$ cat src/rtl/watch_time_reporter.sv
// rtl/watch_time_reporter.sv - snapshots watch time and streams "HH:MM:SS.cc\r\n" to uart_tx
// Optional macro WATCH_RPT_AUTO_EN: a change of i_sec also requests a frame (one pending max).
module watch_time_reporter #(
  parameter bit FRAME_CRLF = 1'b1,
  parameter bit SHOW_MSEC  = 1'b1
) (
  input  logic       clk,
  input  logic       rst,
  input  logic       i_req,
  input  logic [6:0] i_msec,
  input  logic [5:0] i_sec,
  input  logic [5:0] i_min,
  input  logic [4:0] i_hour,
  input  logic       i_tx_busy,
  output logic [7:0] o_tx_data,
  output logic       o_tx_start,
  output logic       o_busy,
  output logic       o_done
);

  localparam int         FRAME_LEN = 9 + (SHOW_MSEC ? 3 : 0) + (FRAME_CRLF ? 1 : 0);
  localparam logic [3:0] LAST_IDX  = 4'(FRAME_LEN - 1);

  typedef enum logic [2:0] {S_IDLE, S_CONV, S_SEND, S_HOLD, S_WAIT, S_DONE} state_t;

  state_t      state_q, state_d;
  logic [3:0]  idx_q, idx_d;
  logic        busy_q, busy_d;
  logic [7:0]  data_q, data_d;
  logic [4:0]  hour_q;
  logic [5:0]  min_q, sec_q;
  logic [6:0]  msec_q;
  logic [3:0]  h1_q, h0_q, m1_q, m0_q, s1_q, s0_q, c1_q, c0_q;
  logic [7:0]  frame_byte;
  logic        tx_start;
  logic        req_take;

  function automatic logic [3:0] bcd_tens(input logic [6:0] v);
    return 4'(v / 7'd10);
  endfunction

  function automatic logic [3:0] bcd_ones(input logic [6:0] v);
    return 4'(v % 7'd10);
  endfunction

  function automatic logic [7:0] ascii(input logic [3:0] d);
    return 8'h30 + {4'h0, d};
  endfunction

`ifdef WATCH_RPT_AUTO_EN
  logic [5:0] sec_prev_q;
  logic       pending_q, pending_d;
  logic       sec_chg;

  assign sec_chg  = (i_sec != sec_prev_q);
  assign req_take = i_req | sec_chg | pending_q;

  // Any second change seen while a frame is in flight is remembered once.
  always_comb begin
    pending_d = pending_q;
    if (state_q == S_IDLE)
      pending_d = 1'b0;
    else if (sec_chg)
      pending_d = 1'b1;
  end

  always_ff @(posedge clk or negedge rst) begin
    if (!rst) begin
      sec_prev_q <= 6'd0;
      pending_q  <= 1'b0;
    end else begin
      sec_prev_q <= i_sec;
      pending_q  <= pending_d;
    end
  end
`else
  assign req_take = i_req;
`endif

  always_comb begin
    frame_byte = 8'h0A;
    case (idx_q)
      4'd0:       frame_byte = ascii(h1_q);
      4'd1:       frame_byte = ascii(h0_q);
      4'd2, 4'd5: frame_byte = 8'h3A;
      4'd3:       frame_byte = ascii(m1_q);
      4'd4:       frame_byte = ascii(m0_q);
      4'd6:       frame_byte = ascii(s1_q);
      4'd7:       frame_byte = ascii(s0_q);
      default: begin
        if (SHOW_MSEC && idx_q == 4'd8)
          frame_byte = 8'h2E;
        else if (SHOW_MSEC && idx_q == 4'd9)
          frame_byte = ascii(c1_q);
        else if (SHOW_MSEC && idx_q == 4'd10)
          frame_byte = ascii(c0_q);
        else if (FRAME_CRLF && idx_q == LAST_IDX - 4'd1)
          frame_byte = 8'h0D;
        else
          frame_byte = 8'h0A;
      end
    endcase
  end

  always_comb begin
    state_d  = state_q;
    idx_d    = idx_q;
    busy_d   = busy_q;
    data_d   = data_q;
    tx_start = 1'b0;
    case (state_q)
      S_IDLE: if (req_take) begin
        state_d = S_CONV;
        busy_d  = 1'b1;
      end
      S_CONV: begin
        idx_d   = 4'd0;
        state_d = S_SEND;
      end
      S_SEND: if (!i_tx_busy) begin
        tx_start = 1'b1;
        data_d   = frame_byte;
        state_d  = S_HOLD;
      end
      S_HOLD: state_d = S_WAIT;
      S_WAIT: if (!i_tx_busy) begin
        if (idx_q == LAST_IDX) begin
          state_d = S_DONE;
        end else begin
          idx_d   = idx_q + 4'd1;
          state_d = S_SEND;
        end
      end
      S_DONE: begin
        busy_d  = 1'b0;
        state_d = S_IDLE;
      end
      default: state_d = S_IDLE;
    endcase
  end

  always_ff @(posedge clk or negedge rst) begin
    if (!rst) begin
      state_q <= S_IDLE;
      idx_q   <= 4'd0;
      busy_q  <= 1'b0;
      data_q  <= 8'h00;
    end else begin
      state_q <= state_d;
      idx_q   <= idx_d;
      busy_q  <= busy_d;
      data_q  <= data_d;
    end
  end

  // Clamped snapshot in IDLE, BCD split during CONV.
  always_ff @(posedge clk or negedge rst) begin
    if (!rst) begin
      hour_q <= '0; min_q <= '0; sec_q <= '0; msec_q <= '0;
      h1_q <= '0; h0_q <= '0; m1_q <= '0; m0_q <= '0;
      s1_q <= '0; s0_q <= '0; c1_q <= '0; c0_q <= '0;
    end else begin
      if (state_q == S_IDLE && req_take) begin
        hour_q <= (i_hour > 5'd23) ? 5'd23 : i_hour;
        min_q  <= (i_min  > 6'd59) ? 6'd59 : i_min;
        sec_q  <= (i_sec  > 6'd59) ? 6'd59 : i_sec;
        msec_q <= (i_msec > 7'd99) ? 7'd99 : i_msec;
      end
      if (state_q == S_CONV) begin
        h1_q <= bcd_tens(7'(hour_q)); h0_q <= bcd_ones(7'(hour_q));
        m1_q <= bcd_tens(7'(min_q));  m0_q <= bcd_ones(7'(min_q));
        s1_q <= bcd_tens(7'(sec_q));  s0_q <= bcd_ones(7'(sec_q));
        c1_q <= bcd_tens(msec_q);     c0_q <= bcd_ones(msec_q);
      end
    end
  end

  // The byte being offered is visible in SEND; afterwards the launched byte is held.
  assign o_tx_data  = (state_q == S_SEND) ? frame_byte : data_q;
  assign o_tx_start = tx_start;
  assign o_busy     = busy_q;
  assign o_done     = (state_q == S_DONE);

endmodule
$ cat config.mk
export PLATFORM = sky130hd
export DESIGN_NAME = watch_time_reporter
export DESIGN_NICKNAME = d
export VERILOG_FILES = /design/src/rtl/watch_time_reporter.sv
export SDC_FILE = /design/constraint.sdc
export NUM_CORES = 1
export LEC_CHECK = 0
export BUFFER_PORTS_ARGS = -buffer_cell sky130_fd_sc_hd__buf_4
export CAP_MARGIN = 25
export CORE_ASPECT_RATIO = 0.7
export CORE_MARGIN = 2
export CORE_UTILIZATION = 40
export CTS_CLUSTER_DIAMETER = 30
export DETAILED_ROUTE_END_ITERATION = 16
export GPL_TIMING_DRIVEN = 1
export MAX_ROUTING_LAYER = met4
export PLACE_DENSITY = 0.69
export SYNTH_ARGS = -nofsm -noshare
export SYNTH_HDL_FRONTEND = slang
export SYNTH_SLANG_ARGS = --single-unit
$ cat constraint.sdc
create_clock -name clk -period 5.8 [get_ports clk]
set_input_delay 0.58 -clock clk [delete_from_list [all_inputs] [get_ports clk]]
set_output_delay 0.58 -clock clk [all_outputs]
set_load 0.02 [all_outputs]
* Word level (Yosys, flattened, before mapping)
Index checks and enable logic that the tools add are counted.
** Cells by class
- Eq/ne operators :: 21
- Add/sub/neg operators :: 9
- Div/mod/pow operators :: 8
- Reductions and logical operators :: 10
- Bitwise gates (word level) :: 1
- Mux-type cells :: 22
- Order comparisons :: 4
** Operators with widths (number)
- adder 6 x 4 -> 7 bit, first input constant :: 8
- case mux 7 bit (7 select lines) :: 1
- two-way mux 7 bit :: 4
- equality test 4 bit, second input constant :: 5
- equality test 4 x 3 -> 1 bit, second input constant :: 4
- two-way mux 3 bit :: 5
- case mux 3 bit (5 select lines) :: 1
- divider 6 x 4 -> 7 bit, second input constant :: 2
- modulo 6 x 4 -> 7 bit, second input constant :: 2
- greater-than comparator 6 bit, second input constant :: 2
- two-way mux 6 bit :: 2
- equality test 4 x 2 -> 1 bit, second input constant :: 2
- two-way mux 4 bit :: 2
- two-way mux 8 bit :: 1
- inequality test 2 bit, second input constant :: 4
- case mux 4 bit (2 select lines) :: 1
- divider 5 x 4 -> 7 bit, second input constant :: 1
- divider 7 x 4 -> 7 bit, second input constant :: 1
- greater-than comparator 7 bit, second input constant :: 1
- modulo 5 x 4 -> 7 bit, second input constant :: 1
- modulo 7 x 4 -> 7 bit, second input constant :: 1
- equality test 3 x 2 -> 1 bit, second input constant :: 2
- equality test 3 bit, second input constant :: 2
- AND reduction 3 bit :: 2
- other kinds (14) :: 18
** Storage, ports and cells
- Word-level logic and storage cells :: 91
- Input port bits :: 28
- Register bits after elaboration :: 72

* Depth between registers and ports, before layout
- Word-level depth :: 7
- Gate-level depth with buffers :: 13

* Worst setup path before layout
Ideal clock, no wire load.
- Path type :: reg-to-reg
- From :: register sec_q[4]
- To :: register s0_q[1]
- Setup time :: 0.123 ns
- Data arrival time :: 2.494 ns
- Cell stages (with the launch flop) :: 13
- Period minus slack after synthesis :: 2.617 ns
- Setup slack :: 3.183 ns
- Data required time :: 5.677 ns
- Path through :: dfrtp_1 > inv_1 > ha_1 > and2_2 > o32ai_1 > or2_2 > xnor2_1 > ha_1 > nand2_1 > or3_1 > a31oi_2 > xnor2_1 > o21ai_1
** Between the ends
- Word-level cells in the longest chain between the ends :: 1
** RTL lines
- start, declared :: line 31 : logic [5:0] min_q, sec_q;
- start signal, assigned :: line 166 : sec_q <= (i_sec > 6'd59) ? 6'd59 : i_sec;
- modulo 6 x 4 -> 7 bit :: line 43 : return 4'(v % 7'd10);
- end signal, assigned :: line 172 : s1_q <= bcd_tens(7'(sec_q)); s0_q <= bcd_ones(7'(sec_q));
- end, declared :: line 33 : logic [3:0] h1_q, h0_q, m1_q, m0_q, s1_q, s0_q, c1_q, c0_q;
Every way passes these cells.
A chain may end at the register's enable or synchronous reset.

* Final worst setup path
- From :: register idx_q[0]
- To :: output o_tx_data[1]
** Between the ends
- Word-level cells in the longest chain between the ends :: 7
** RTL lines
- start, declared :: line 27 : logic [3:0] idx_q, idx_d;
- start signal, assigned :: line 150 : idx_q <= idx_d;
- equality test 4 bit :: line 97 : else if (FRAME_CRLF && idx_q == LAST_IDX - 4'd1)
- two-way mux 3 bit :: line 97
- two-way mux 7 bit :: line 95 : else if (SHOW_MSEC && idx_q == 4'd10)
- two-way mux 7 bit :: line 93 : else if (SHOW_MSEC && idx_q == 4'd9)
- two-way mux 7 bit :: line 91 : if (SHOW_MSEC && idx_q == 4'd8)
- case mux 7 bit (7 select lines) * :: line 82 : case (idx_q)
- two-way mux 8 bit * :: line 179 : assign o_tx_data = (state_q == S_SEND) ? frame_byte : data_q;
- end, declared :: line 15 : output logic [7:0] o_tx_data,
Every way passes the cells marked *; elsewhere a longest branch is shown, timed or not.

==> qor.csv <==
metric,value,unit
result_of_the_run,"finished, final reports clean",
maximum_buffer_depth_of_the_clock_tree,2,
drc,0,
initialDrtViolationCount,365,
clock.fmax,0.323,GHz
finalClockSkew,0.00447,ns
grtUsageTotal,18.9,%
ff2ff_path_depth,12,
worst_path_largest_cell_delay,0.45,ns
arrival,2.52,ns
drive_above_1_share,13.7,%
final_setup_violation_count,0,
wl_per_cell,14.3,um
core_region_area,0.00972,mm^2
final_cell_mix,"99 x sky130_fd_sc_hd__nand2_1, 66 x sky130_fd_sc_hd__dfrtp_1, 48 x sky130_fd_sc_hd__o21ai_0",
grt_start_max_net_pins,67,
global_route_wire_length_before_repair,15400,um
flop_and_latch_count_out_of_synthesis,66,
synthArstFlopShare,100,%
die_height,87.8,um
seq_area_frac_synth,41.2,%
place_worst_setup_slack,2.83,ns
worst_setup_path_start_kind,flip-flop,
synth_enable_flop_cells,0,
worst_skew_pair.late_latency,0.33,ns
timing_worst_slew_pin_value,0.847,ns
hold-worst-slack,0.361,ns
grt_setup_unrepaired,no,
postLayoutCellArea,0.00463,mm^2
root_buffer,sky130_fd_sc_hd__clkbuf_16,
timing_hold_violations_final,0,
worst_slew_margin_rel,43.5,%
num_rows,30,
post-dp-hpwl,6500,um
num_vias,3490,
commonest_non_fill_non_tap_cell_in_the_layout,sky130_fd_sc_hd__nand2_1,
cts.clk_slew.worst_paths,0.05,ns
slowest_stage,sky130_fd_sc_hd__dfrtp_1,
cts_resized,0,
port_buffers,36,
yosysWarnings,0,
synth_area_per_cell,8.22,um^2
crit_chain,inv_1 -> ha_1 -> a222oi_1 -> nor2b_1 -> a211oi_1 -> o22ai_1 -> o21ai_0 -> buf_4,
antenna_cells_inserted,0,
crit_buf_inv,2,
die-area,0.0109,mm^2
fin_tns_setup,0,ns
post-route-worst-setup-slack,2.70,ns
critical-path-top-delay-family,compound AO/OA/AOI/OAI gates,
regToRegSetupSlack,2.83,ns
dominant_register_cell_in_the_synthesized_netlist,sky130_fd_sc_hd__dfrtp_1,
mappedNetlistArea,0.00401,mm^2
antenna_found_initial,0,
setup.worst_path.end_class,primary output,
holdBufCountCts,0,
synthCells,488,
peak_fanout_along_the_critical_path,13,
ant_nets,0,
cts_tree,done,
destination_of_the_worst_register_to_register_timing_path,s0_q[1],
path_class,reg2out,
dieWidth,124,um
data_required_time_at_the_worst_endpoint,5.22,ns
leak_pwr,2.03,nW
max-cap-violations,0,
timing.final.max_slew_violations,0,
num_io_pins,39,
area_delta_synth_final,15.3,%
grt_pass1_vias,3250,
post_cts.repair.setup_buffers,0,
place_area,0.00431,mm^2
timing.critical_path.depth,8,
finalWirelength,9150,um
final_critical_path_required_period,3.10,ns
numClockSinks,66,
finalCritPeriodShare,53.4,%
finalNetCount,545,
worst_r2r_startpoint,sec_q[4],
drt_pass1_iterations,5,
via_per_inst,5.45,
cts_buffer_count,9,
crit_end,o_tx_data[1],
nFillCells,929,
ir_worst_vdd,0.000237,V
routabilityCongestion,0.862,
grt_overflow_total,0,
initial_utilization,41.3,%
synth_cell_types,61,
htree_levels,3,
timing.critical_path.from,idx_q[0],
holdCritPathClass,in2async,
cellPowerDensity,610,mW/mm^2
==> flip-flops by register name (all words and copies together), names as in the netlist, 2 cells and up <==
signal,cells
sec_q,6
msec_q,7
data_q,6
m1_q,3
h0_q,4
m0_q,4
c1_q,4
s0_q,4
c0_q,4
hour_q,5
s1_q,3
h1_q,2
min_q,6
idx_q,4
state_q,3
==> synthesized netlist by cell type (2+ instances only) <==
master / number / share of area, %
sky130_fd_sc_hd__clkbuf_8: 2 / 0.69
sky130_fd_sc_hd__o22ai_1: 5 / 0.78
sky130_fd_sc_hd__a221oi_1: 2 / 0.44
sky130_fd_sc_hd__nor3_1: 7 / 0.87
sky130_fd_sc_hd__xor2_1: 5 / 1.1
sky130_fd_sc_hd__buf_2: 6 / 0.75
sky130_fd_sc_hd__clkbuf_1: 17 / 1.6
sky130_fd_sc_hd__dfrtp_1: 66 / 41
sky130_fd_sc_hd__ha_1: 10 / 3.1
sky130_fd_sc_hd__mux2_2: 6 / 1.7
sky130_fd_sc_hd__a22o_1: 2 / 0.44
sky130_fd_sc_hd__o31ai_1: 3 / 0.56
sky130_fd_sc_hd__o21ai_1: 2 / 0.25
sky130_fd_sc_hd__nor3b_1: 2 / 0.37
sky130_fd_sc_hd__nand2_1: 99 / 9.3
sky130_fd_sc_hd__nand3b_1: 4 / 0.75
sky130_fd_sc_hd__a211o_1: 2 / 0.44
sky130_fd_sc_hd__or3_1: 3 / 0.47
sky130_fd_sc_hd__a22oi_1: 3 / 0.56
sky130_fd_sc_hd__nor2_1: 35 / 3.3
sky130_fd_sc_hd__a211oi_1: 8 / 1.5
sky130_fd_sc_hd__nand2b_1: 8 / 1.2
sky130_fd_sc_hd__a31oi_1: 6 / 0.94
sky130_fd_sc_hd__a222oi_1: 3 / 0.75
sky130_fd_sc_hd__mux2i_1: 7 / 1.7
sky130_fd_sc_hd__a21oi_1: 36 / 4.5
sky130_fd_sc_hd__o32a_1: 2 / 0.50
sky130_fd_sc_hd__inv_1: 22 / 2.1
sky130_fd_sc_hd__o22a_1: 4 / 0.87
sky130_fd_sc_hd__nand3_1: 13 / 1.6
sky130_fd_sc_hd__nor2b_1: 4 / 0.62
sky130_fd_sc_hd__nand4_1: 4 / 0.62
sky130_fd_sc_hd__a21o_1: 2 / 0.37
sky130_fd_sc_hd__o221ai_1: 3 / 0.66
sky130_fd_sc_hd__buf_4: 4 / 0.75
sky130_fd_sc_hd__o211ai_1: 3 / 0.56
sky130_fd_sc_hd__xnor2_1: 7 / 1.5
sky130_fd_sc_hd__o21ai_0: 48 / 6.0
==> kinds of logic after synthesis <==
logic type | after synthesis | share of synthesized area, %
buffers and inverters | 54 | 6.14
adder cells (fa/ha/maj) | 10 | 3.12
other | 1 | 0.0935
flip-flops | 66 | 41.2
XOR/XNOR | 12 | 2.62
AND/OR/NAND/NOR | 188 | 21.1
AO/OA/AOI/OAI | 144 | 22.4
multiplexers | 13 | 3.43
==> report_power, final <==
part           switching [mW]  internal [mW]
Sequential              0.231          0.663
Clock                   0.203          0.375
Combinational           0.772          0.576
Total                    1.21           1.61
==> stage by stage <==
step                instances  total power, mW  utilization, %
floorplan                 489             1.92               -
global route              640             3.07            47.6
global placement          624             2.19            44.3
detailed placement        624             2.24            44.3
CTS                       640             2.83            47.6
finish                    640             2.82            47.6
==> layout make-up <==
type	instances	area, um^2	share of cell area (%)
Clock buffer	9	225	4.87
Clock inverter	7	93.8	2.03
Inverter	23	86.3	1.87
Multi-Input combinational cell	369	2120	45.9
Sequential cell	66	1650	35.7
Tap cell	128	160	3.46
Timing Repair Buffer	38	285	6.17
==> layer usage <==
metal / global-route usage [%] / routed length [um] / vias to the layer above
met5: - / 0 / -
met4: 5.68 / 97 / 0
met3: 4.75 / 375 / 9
met2: 29.3 / 4250 / 70
met1: 24.5 / 4430 / 1659
li1: - / - / 1752
==> how the worst min path moves through the flow <==
stage | start | to | slack [ns]
final | rst | msec_q[3] | 0.36
after global routing | rst | msec_q[4] | 0.44
after CTS | rst | msec_q[3] | 0.39
after detailed placement | c1_q[0] | c1_q[0] | 0.47
after global placement | s1_q[1] | s1_q[1] | 0.46
after floorplan | rst | c0_q[0] | 0.28
No activity file was read; power rests on OpenSTA's default activity.
